File: src/rtl/imem_load_ctrl.sv
// rtl/imem_load_ctrl.sv - boot-load controller: streams words into imem, gates core reset, keeps a checksum
module imem_load_ctrl #(
    parameter int MEM_DEPTH_WORDS = 1024,
    parameter int ADDR_W          = 10
) (
    input  logic              clk,
    input  logic              rst_n,
    input  logic              load_start,
    input  logic [ADDR_W:0]   load_len,
    input  logic              boot_skip,
    input  logic              s_valid,
    input  logic [31:0]       s_data,
    output logic              s_ready,
    output logic              imem_we,
    output logic [ADDR_W-1:0] imem_waddr,
    output logic [31:0]       imem_wdata,
    output logic              cpu_rst_n,
    output logic              busy,
    output logic              done,
    output logic              err,
    output logic [ADDR_W:0]   word_cnt,
    output logic [31:0]       checksum
);

    localparam logic [1:0] ST_IDLE    = 2'd0;
    localparam logic [1:0] ST_LOAD    = 2'd1;
    localparam logic [1:0] ST_RELEASE = 2'd2;
    localparam logic [1:0] ST_RUN     = 2'd3;

    // Largest legal length, expressed in the width of load_len.
    localparam logic [ADDR_W:0] DEPTH_L = (ADDR_W+1)'(MEM_DEPTH_WORDS);

    logic [1:0]        state_q, state_d;
    logic [ADDR_W:0]   len_q, len_d;
    logic [ADDR_W:0]   cnt_q, cnt_d;
    logic [31:0]       sum_q, sum_d;
    logic              err_q, err_d;
    logic              len_legal;
    logic              beat;

    assign len_legal = (load_len != '0) && (load_len <= DEPTH_L);

    // Stream handshake and write port; ready only while loading so
    // stray valids in other states can never reach imem.
    assign s_ready    = (state_q == ST_LOAD);
    assign beat       = s_valid && s_ready;
    assign imem_we    = beat;
    assign imem_waddr = cnt_q[ADDR_W-1:0];
    assign imem_wdata = s_data;

    assign busy      = (state_q == ST_LOAD);
    assign done      = (state_q == ST_RELEASE);
    assign cpu_rst_n = (state_q == ST_RUN);
    assign err       = err_q;
    assign word_cnt  = cnt_q;
    assign checksum  = sum_q;

    // Next-state logic: start requests are honoured only in IDLE and RUN;
    // an illegal length flags err and leaves everything else alone.
    always_comb begin
        state_d = state_q;
        len_d   = len_q;
        cnt_d   = cnt_q;
        sum_d   = sum_q;
        err_d   = err_q;
        case (state_q)
            ST_IDLE, ST_RUN: begin
                if (load_start) begin
                    if (len_legal) begin
                        len_d   = load_len;
                        cnt_d   = '0;
                        sum_d   = '0;
                        err_d   = 1'b0;
                        state_d = ST_LOAD;
                    end else begin
                        err_d = 1'b1;
                    end
                end else if (boot_skip && (state_q == ST_IDLE)) begin
                    state_d = ST_RUN;
                end
            end
            ST_LOAD: begin
                if (beat) begin
                    cnt_d = cnt_q + 1'b1;
                    sum_d = sum_q + s_data;
                    if (cnt_q == (len_q - 1'b1)) begin
                        state_d = ST_RELEASE;
                    end
                end
            end
            ST_RELEASE: begin
                state_d = ST_RUN;
            end
            default: begin
                state_d = ST_IDLE;
            end
        endcase
    end

    // State registers with synchronous active-low reset.
    always_ff @(posedge clk) begin
        if (!rst_n) begin
            state_q <= ST_IDLE;
            len_q   <= '0;
            cnt_q   <= '0;
            sum_q   <= '0;
            err_q   <= 1'b0;
        end else begin
            state_q <= state_d;
            len_q   <= len_d;
            cnt_q   <= cnt_d;
            sum_q   <= sum_d;
            err_q   <= err_d;
        end
    end

endmodule

File: config.mk
export PLATFORM = sky130hd
export DESIGN_NAME = imem_load_ctrl
export DESIGN_NICKNAME = d
export VERILOG_FILES = /design/src/rtl/imem_load_ctrl.sv
export SDC_FILE = /design/constraint.sdc
export NUM_CORES = 1
export LEC_CHECK = 0
export CAP_MARGIN = 20
export CORE_MARGIN = 2
export CORE_UTILIZATION = 44
export DETAILED_ROUTE_END_ITERATION = 10
export PLACE_DENSITY = 0.79
export SKIP_LAST_GASP = 1
export SYNTH_ARGS = -nofsm -noshare
export SYNTH_HDL_FRONTEND = slang
export SYNTH_SLANG_ARGS = --single-unit
File: constraint.sdc
create_clock -name clk -period 2.75 [get_ports clk]
set_input_delay 0.55 -clock clk [delete_from_list [all_inputs] [get_ports clk]]
set_output_delay 0.55 -clock clk [all_outputs]
set_load 0.02 [all_outputs]
* Word level (Yosys, flattened, before mapping)
Index checks and enable logic that the tools add are counted.
** Word-level totals
- Logic and storage cells :: 45
- Flip-flop bits (word level) :: 57
- Input bits :: 48
- Output and inout port bits :: 91
** Operators by class
- $add $sub $neg :: 3
- Eq/ne operators :: 10
- Magnitude comparators :: 1
- Multiplexer cells :: 15
- Reduce and logical (&&, ||, !) cells :: 11
** Operators with widths (count)
- two-way mux 32 bit :: 3
- case mux 32 bit (2 select lines) :: 1
- two-way mux 11 bit :: 3
- adder 32 bit :: 1
- case mux 11 bit (2 select lines) :: 1
- adder 11 x 1 -> 11 bit, second input constant :: 1
- == test 11 bit :: 1
- <= comparator 11 bit, second input constant :: 1
- nonzero test 11 bit :: 1
- subtractor 11 x 1 -> 11 bit, second input constant :: 1
- two-way mux 2 bit :: 5
- AND reduction 4 bit :: 2
- != test 3 bit, second input constant :: 2
- case mux 2 bit (3 select lines) :: 1
- == test 2 bit, second input constant :: 2
- != test 2 x 1 -> 1 bit, second input constant :: 2
- != test 2 bit, second input constant :: 2
- logical AND 1 bit :: 3
- AND reduction 3 bit :: 1
- == test 2 x 1 -> 1 bit, second input constant :: 1
- logical NOT 2 bit :: 1
- AND reduction 2 bit :: 1
- nonzero test 2 bit :: 1
- OR reduction 2 bit :: 1
- two-way mux 1 bit :: 1

* Longest topological paths before layout
- Depth in word-level cells :: 5
- Gate-level depth with buffers :: 10
- Mapped depth without buffers :: 10

* Worst setup path before layout
OpenSTA, ideal clock, no wires.
- Path kind :: input port to flip-flop
- From :: in s_data[0]
- To :: reg sum_q[26] (netlist: checksum[26])
- Arrival :: 2.786 ns
- Data required time :: 2.633 ns
- Slack :: -0.153 ns
- Stages on the path :: 10
- Path buffers :: 0
- Cell sequence :: ha_1 -> fa_1 -> a211oi_1 -> nor2_1 -> o31ai_2 -> o22ai_1 -> o21ai_1 -> a21oi_1 -> or3_1 -> a32o_1
** Between the ends
- Word-level cells in the longest chain between the ends :: 3
** RTL lines
- from (decl) :: RTL line 12 : input logic [31:0] s_data,
- adder 32 bit :: RTL line 85 : sum_d = sum_q + s_data;
- two-way mux 32 bit :: RTL line 83 : if (beat) begin
- case mux 32 bit (2 select lines) :: RTL line 66 : case (state_q)
- to (signal assigned) :: RTL line 112 : sum_q <= sum_d;
- to (decl) :: RTL line 36 : logic [31:0] sum_q, sum_d;
No other way between the ends. The select of a mux whose other input is x is not followed.
A chain may end at the register's enable or synchronous reset.

* Worst setup path after layout
- From :: in s_data[15]
- To :: reg sum_q[31] (netlist: checksum[31])
Same word-level chain as after synthesis.

==> summary.md <==
| Metric | Value |
|---|---|
| Result of the run | completed |
| Flops & latches, synth | 57 |
| Crit path DAT | roughly 3.0 ns |
| Area occupied by registers | around 1100 um2 |
| Capturing element type of the critical path | register |
| Area of the core | just over 10000 um2 |
| Avg Inst Size Synth | ~7.8 um2 |
| Ant diodes | 0 |
| Quantity of I/O buffers inserted on ports | 138 |
| Area enclosed by the die boundary | approximately 11000 um2 |
| Sequential fraction of the synthesis area | between 20% and 30% |
| Detailed Route WL | around 14000 um |
| Placed cells | 899 |
| Hold Worst Slack | approximately 0.47 ns |
| Average wire length per cell after detail routing | 15.7 um |
| Placement-stage worst setup slack | -0.725 ns |
| Number of top-level design ports | between 100 and 150 |
| Vias after detailed routing | 5024 |
| Final setup skew | around 0.014 ns |
| CTS tree | yes |
| Iter 0 DRT Violations | 201 |
| Lkg Pwr | 0.00309 uW |
| Share of the cycle needed by the critical path after routing | 98.6% |
| Post-Syn Area | 4580 um2 |
| Setup WS post-layout | 0.0398 ns |
| Maximum clock path buffer count | 2 |
| Beginning of the worst hold path | checksum[23]$_SDFFE_PN0P_ |
| Detailed-router iteration count before antenna repair | 6 |
| Global-route wire length before repair | roughly 23000 um |
| Count of mapped cells out of synthesis | ~600 |
| Async set-or-reset flop fraction in the synthesized netlist | 0% |
| Tightest Pin Transition | roughly 0.52 ns |
| Num CTS Buffers | 9 |
| Number of stages on the worst hold path | 2 |
| Critical path peak fanout | 3 |
| Horizontal die dimension | between 100 and 150 um |
| Syn-to-layout area delta | 56.2% |
| Vias in the first global route | roughly 5000 |
| Largest net degree at the start of global routing | 32 |
| DPL Wire Length | between 10000 and 15000 um |
| Max Cap Viol | 0 |
| Hold Violations, Final | 0 |
| Total count of max-transition violations in the final report | 0 |
| Most frequently used flop master after synthesis | sky130_fd_sc_hd__dfxtp_1 |
| Count of final setup violators | 0 |
| Starting utilization of the core area | between 40 and 50% |
| Number of DRC violations after detailed routing | 0 |
| Post-route ant nets | 0 |
| Flop2flop setup slack | about 0.1 ns |
| Worst VDD drop | between 0.4 and 0.5 mV |
| Die Span Y | about 110 um |
| Remaining max-slew budget at the tightest pin | 64.9% |
| Type of origin of the critical path | primary input |
| End of the worst register-to-register path | checksum[31]$_SDFFE_PN0P_ |
| Depth of the CTS H-tree | 3 |
| Critical setup path kind | primary input to register |
| Start of the worst register-to-register path | checksum[0]$_SDFFE_PN0P_ |
| Total Routing Usage GR | around a quarter |
| Net Count, Synth | 671 |
| Classification of the worst-slack hold path | register to register |
| Unrepaired setup endpoints after global routing | true |
| Area used by multi-input combinational logic | 3320 um2 |
| Final design utilization | 69.9% |
| Final weighted congestion of routability-driven global placement | roughly 0.94 |
| Total number of clock tree sinks | 57 |
| Worst reg2reg path depth | 10 |
| Synth cell types | between 50 and 60 |
| Share of final-layout standard cells stronger than drive strength 1 | a little under a quarter |
| Timing-limited maximum frequency | ~0.37 GHz |
| Count of fill cells added during filler insertion | between 700 and 800 |
| Fin crit period | 2.71 ns |
| EDFF count, synth | 0 |
| Yosys warning count | 0 |
| Remaining global-route overflow | 0 |
| Cell at the root of the clock tree | sky130_fd_sc_hd__clkbuf_8 |
| Areal power density over the cells | 578 nW/um2 |
| Clock slew at reported path FFs | roughly 0.080 ns |
| Routed vias/inst | approximately 5.4 |
| Critical path required time | 3.03 ns |
| Insertion delay of the later-clocked pin in the worst-skew pair | approximately 0.35 ns |
| Number of antenna violations at the first check in global routing | 0 |
| Number of rows created at floorplan | 37 |
| Non-Filler Instances | ~920 |
| Number of nets in the finished design | slightly below 900 |
| Min-Delay Endpoint | checksum[23]$_SDFFE_PN0P_ |
| Design Power | roughly 4100 uW |
[worst max-delay path, stage by stage]
cell                              delay (ns)
sky130_fd_sc_hd__clkdlybuf4s50_1        0.45
sky130_fd_sc_hd__ha_1                   0.34
sky130_fd_sc_hd__nand4_1                0.15
sky130_fd_sc_hd__a211oi_2               0.24
sky130_fd_sc_hd__buf_4                  0.15
sky130_fd_sc_hd__a2111oi_4              0.05
sky130_fd_sc_hd__buf_4                  0.15
sky130_fd_sc_hd__nor3_1                 0.22
sky130_fd_sc_hd__nor3_1                 0.09
sky130_fd_sc_hd__or4_1                  0.50
sky130_fd_sc_hd__o211ai_1               0.10
[final cells by class]
class / count / share of cell area [%]
timing repair buffer: 250 / 31.5
tap: 136 / 2.38
clock inverter: 7 / 1.33
clock buffer: 9 / 1.73
sequential: 57 / 16.0
multi-input combinational: 450 / 46.4
inverter: 14 / 0.735
[cells in the mapped netlist (2+ instances only)]
library cell,count,area [um2]
sky130_fd_sc_hd__a22oi_1,5,37.5
sky130_fd_sc_hd__buf_2,2,10.0
sky130_fd_sc_hd__o21bai_1,4,30.0
sky130_fd_sc_hd__o31ai_1,4,30.0
sky130_fd_sc_hd__nand2_1,59,221
sky130_fd_sc_hd__o2111ai_1,3,26.3
sky130_fd_sc_hd__a211oi_1,6,45.0
sky130_fd_sc_hd__o21ai_1,2,10.0
sky130_fd_sc_hd__and2_1,3,18.8
sky130_fd_sc_hd__nor3_1,9,45.0
sky130_fd_sc_hd__inv_1,13,48.8
sky130_fd_sc_hd__a32o_1,2,20.0
sky130_fd_sc_hd__xor2_1,25,219
sky130_fd_sc_hd__xnor2_1,21,184
sky130_fd_sc_hd__or4_1,3,22.5
sky130_fd_sc_hd__o21ai_0,34,170
sky130_fd_sc_hd__mux2i_1,9,90.1
sky130_fd_sc_hd__ha_1,38,475
sky130_fd_sc_hd__a211o_1,3,26.3
sky130_fd_sc_hd__nand2b_1,4,25.0
sky130_fd_sc_hd__o41ai_1,2,17.5
sky130_fd_sc_hd__clkbuf_1,17,63.8
sky130_fd_sc_hd__dfxtp_1,57,1140
sky130_fd_sc_hd__buf_4,43,323
sky130_fd_sc_hd__nand3b_1,3,22.5
sky130_fd_sc_hd__nor2_1,58,218
sky130_fd_sc_hd__or3_1,5,31.3
sky130_fd_sc_hd__nor2b_1,2,12.5
sky130_fd_sc_hd__o22ai_1,4,25.0
sky130_fd_sc_hd__o211ai_1,2,15.0
sky130_fd_sc_hd__nor4_2,2,25.0
sky130_fd_sc_hd__a21oi_1,45,225
sky130_fd_sc_hd__a31oi_1,8,50.1
sky130_fd_sc_hd__a21o_1,24,180
sky130_fd_sc_hd__o21a_1,3,22.5
sky130_fd_sc_hd__and3_1,3,18.8
sky130_fd_sc_hd__and4_1,3,26.3
sky130_fd_sc_hd__nand4_1,9,56.3
sky130_fd_sc_hd__nand3_1,25,125
[kinds of logic after synthesis]
logic type / count (synthesis) / share of synthesized area, %
multiplexers: 9 / 1.97
flip-flops: 57 / 24.9
AND/OR/NAND/NOR: 195 / 20.4
XOR/XNOR: 46 / 8.80
AO/OA/AOI/OAI: 161 / 23.2
buffers and inverters: 77 / 9.89
adder cells (fa/ha/maj): 39 / 10.8
[stage by stage]
step | area, um2 | setup TNS [ns]
floorplan | 4600 | -0.0350
global placement | 6570 | -9.46
detailed placement | 6570 | -11.98
CTS | 6990 | 0
global route | 7150 | -0.118
finish | 7150 | 0
[power by group]
part / internal, uW / switching [uW]
Combinational: 1050 / 1130
Clock: 510 / 408
Sequential: 928 / 120
[registers in the layout, indices dropped and copies added (netlist names)]
name,count
len_q,11
checksum,32
err,1
state_q,2
word_cnt,11
[worst max path at each step]
stage | from | to | cells after the start
after detailed placement | s_data[0] | checksum[26]$_SDFFE_PN0P_ | 11
after floorplan | s_data[0] | checksum[26]$_SDFFE_PN0P_ | 10
final | s_data[15] | checksum[31]$_SDFFE_PN0P_ | 11
after CTS | s_data[20] | checksum[31]$_SDFFE_PN0P_ | 10
after global routing | s_data[15] | checksum[31]$_SDFFE_PN0P_ | 11
after global placement | s_data[0] | checksum[26]$_SDFFE_PN0P_ | 11
[cell usage in the layout, fill, tap and decap left out, types with 4 or more instances in the layout]
cell                                n
sky130_fd_sc_hd__or3_1              5
sky130_fd_sc_hd__ha_4              13
sky130_fd_sc_hd__clkbuf_8           9
sky130_fd_sc_hd__inv_1             13
sky130_fd_sc_hd__xor2_1            25
sky130_fd_sc_hd__dlygate4sd2_1      7
sky130_fd_sc_hd__a22oi_1            5
sky130_fd_sc_hd__a31oi_1            7
sky130_fd_sc_hd__dfxtp_1           56
sky130_fd_sc_hd__o21bai_1           4
sky130_fd_sc_hd__o31ai_1            4
sky130_fd_sc_hd__nor2_1            57
sky130_fd_sc_hd__mux2i_1            9
sky130_fd_sc_hd__a21o_1            24
sky130_fd_sc_hd__buf_4            110
sky130_fd_sc_hd__o21ai_0           31
sky130_fd_sc_hd__nand2_1           58
sky130_fd_sc_hd__a21oi_1           39
sky130_fd_sc_hd__nand2b_1           4
sky130_fd_sc_hd__ha_1              22
sky130_fd_sc_hd__a21oi_2            4
sky130_fd_sc_hd__xnor2_1           20
sky130_fd_sc_hd__clkdlybuf4s50_1  122
sky130_fd_sc_hd__nand4_1            9
sky130_fd_sc_hd__nand3_1           25
sky130_fd_sc_hd__nor3_1             9
sky130_fd_sc_hd__dlymetal6s2s_1     7
[per-layer routing]
metal	track usage, %	wire length (um)	vias up
met5	0	0	-
met4	8.36	186	0
met3	4.05	817	21
met2	45.5	7140	180
met1	30.4	6340	2374
li1	-	-	2449
[repair_timing]
action	4_1_cts	5_1_grt
hold buffers	0	0
resized for setup	35	30
setup endpoints to repair	16	19
pin swaps	20	19
buffers inserted	5	3
hold endpoints to repair	0	0
No activity file was read; power rests on OpenSTA's default activity.
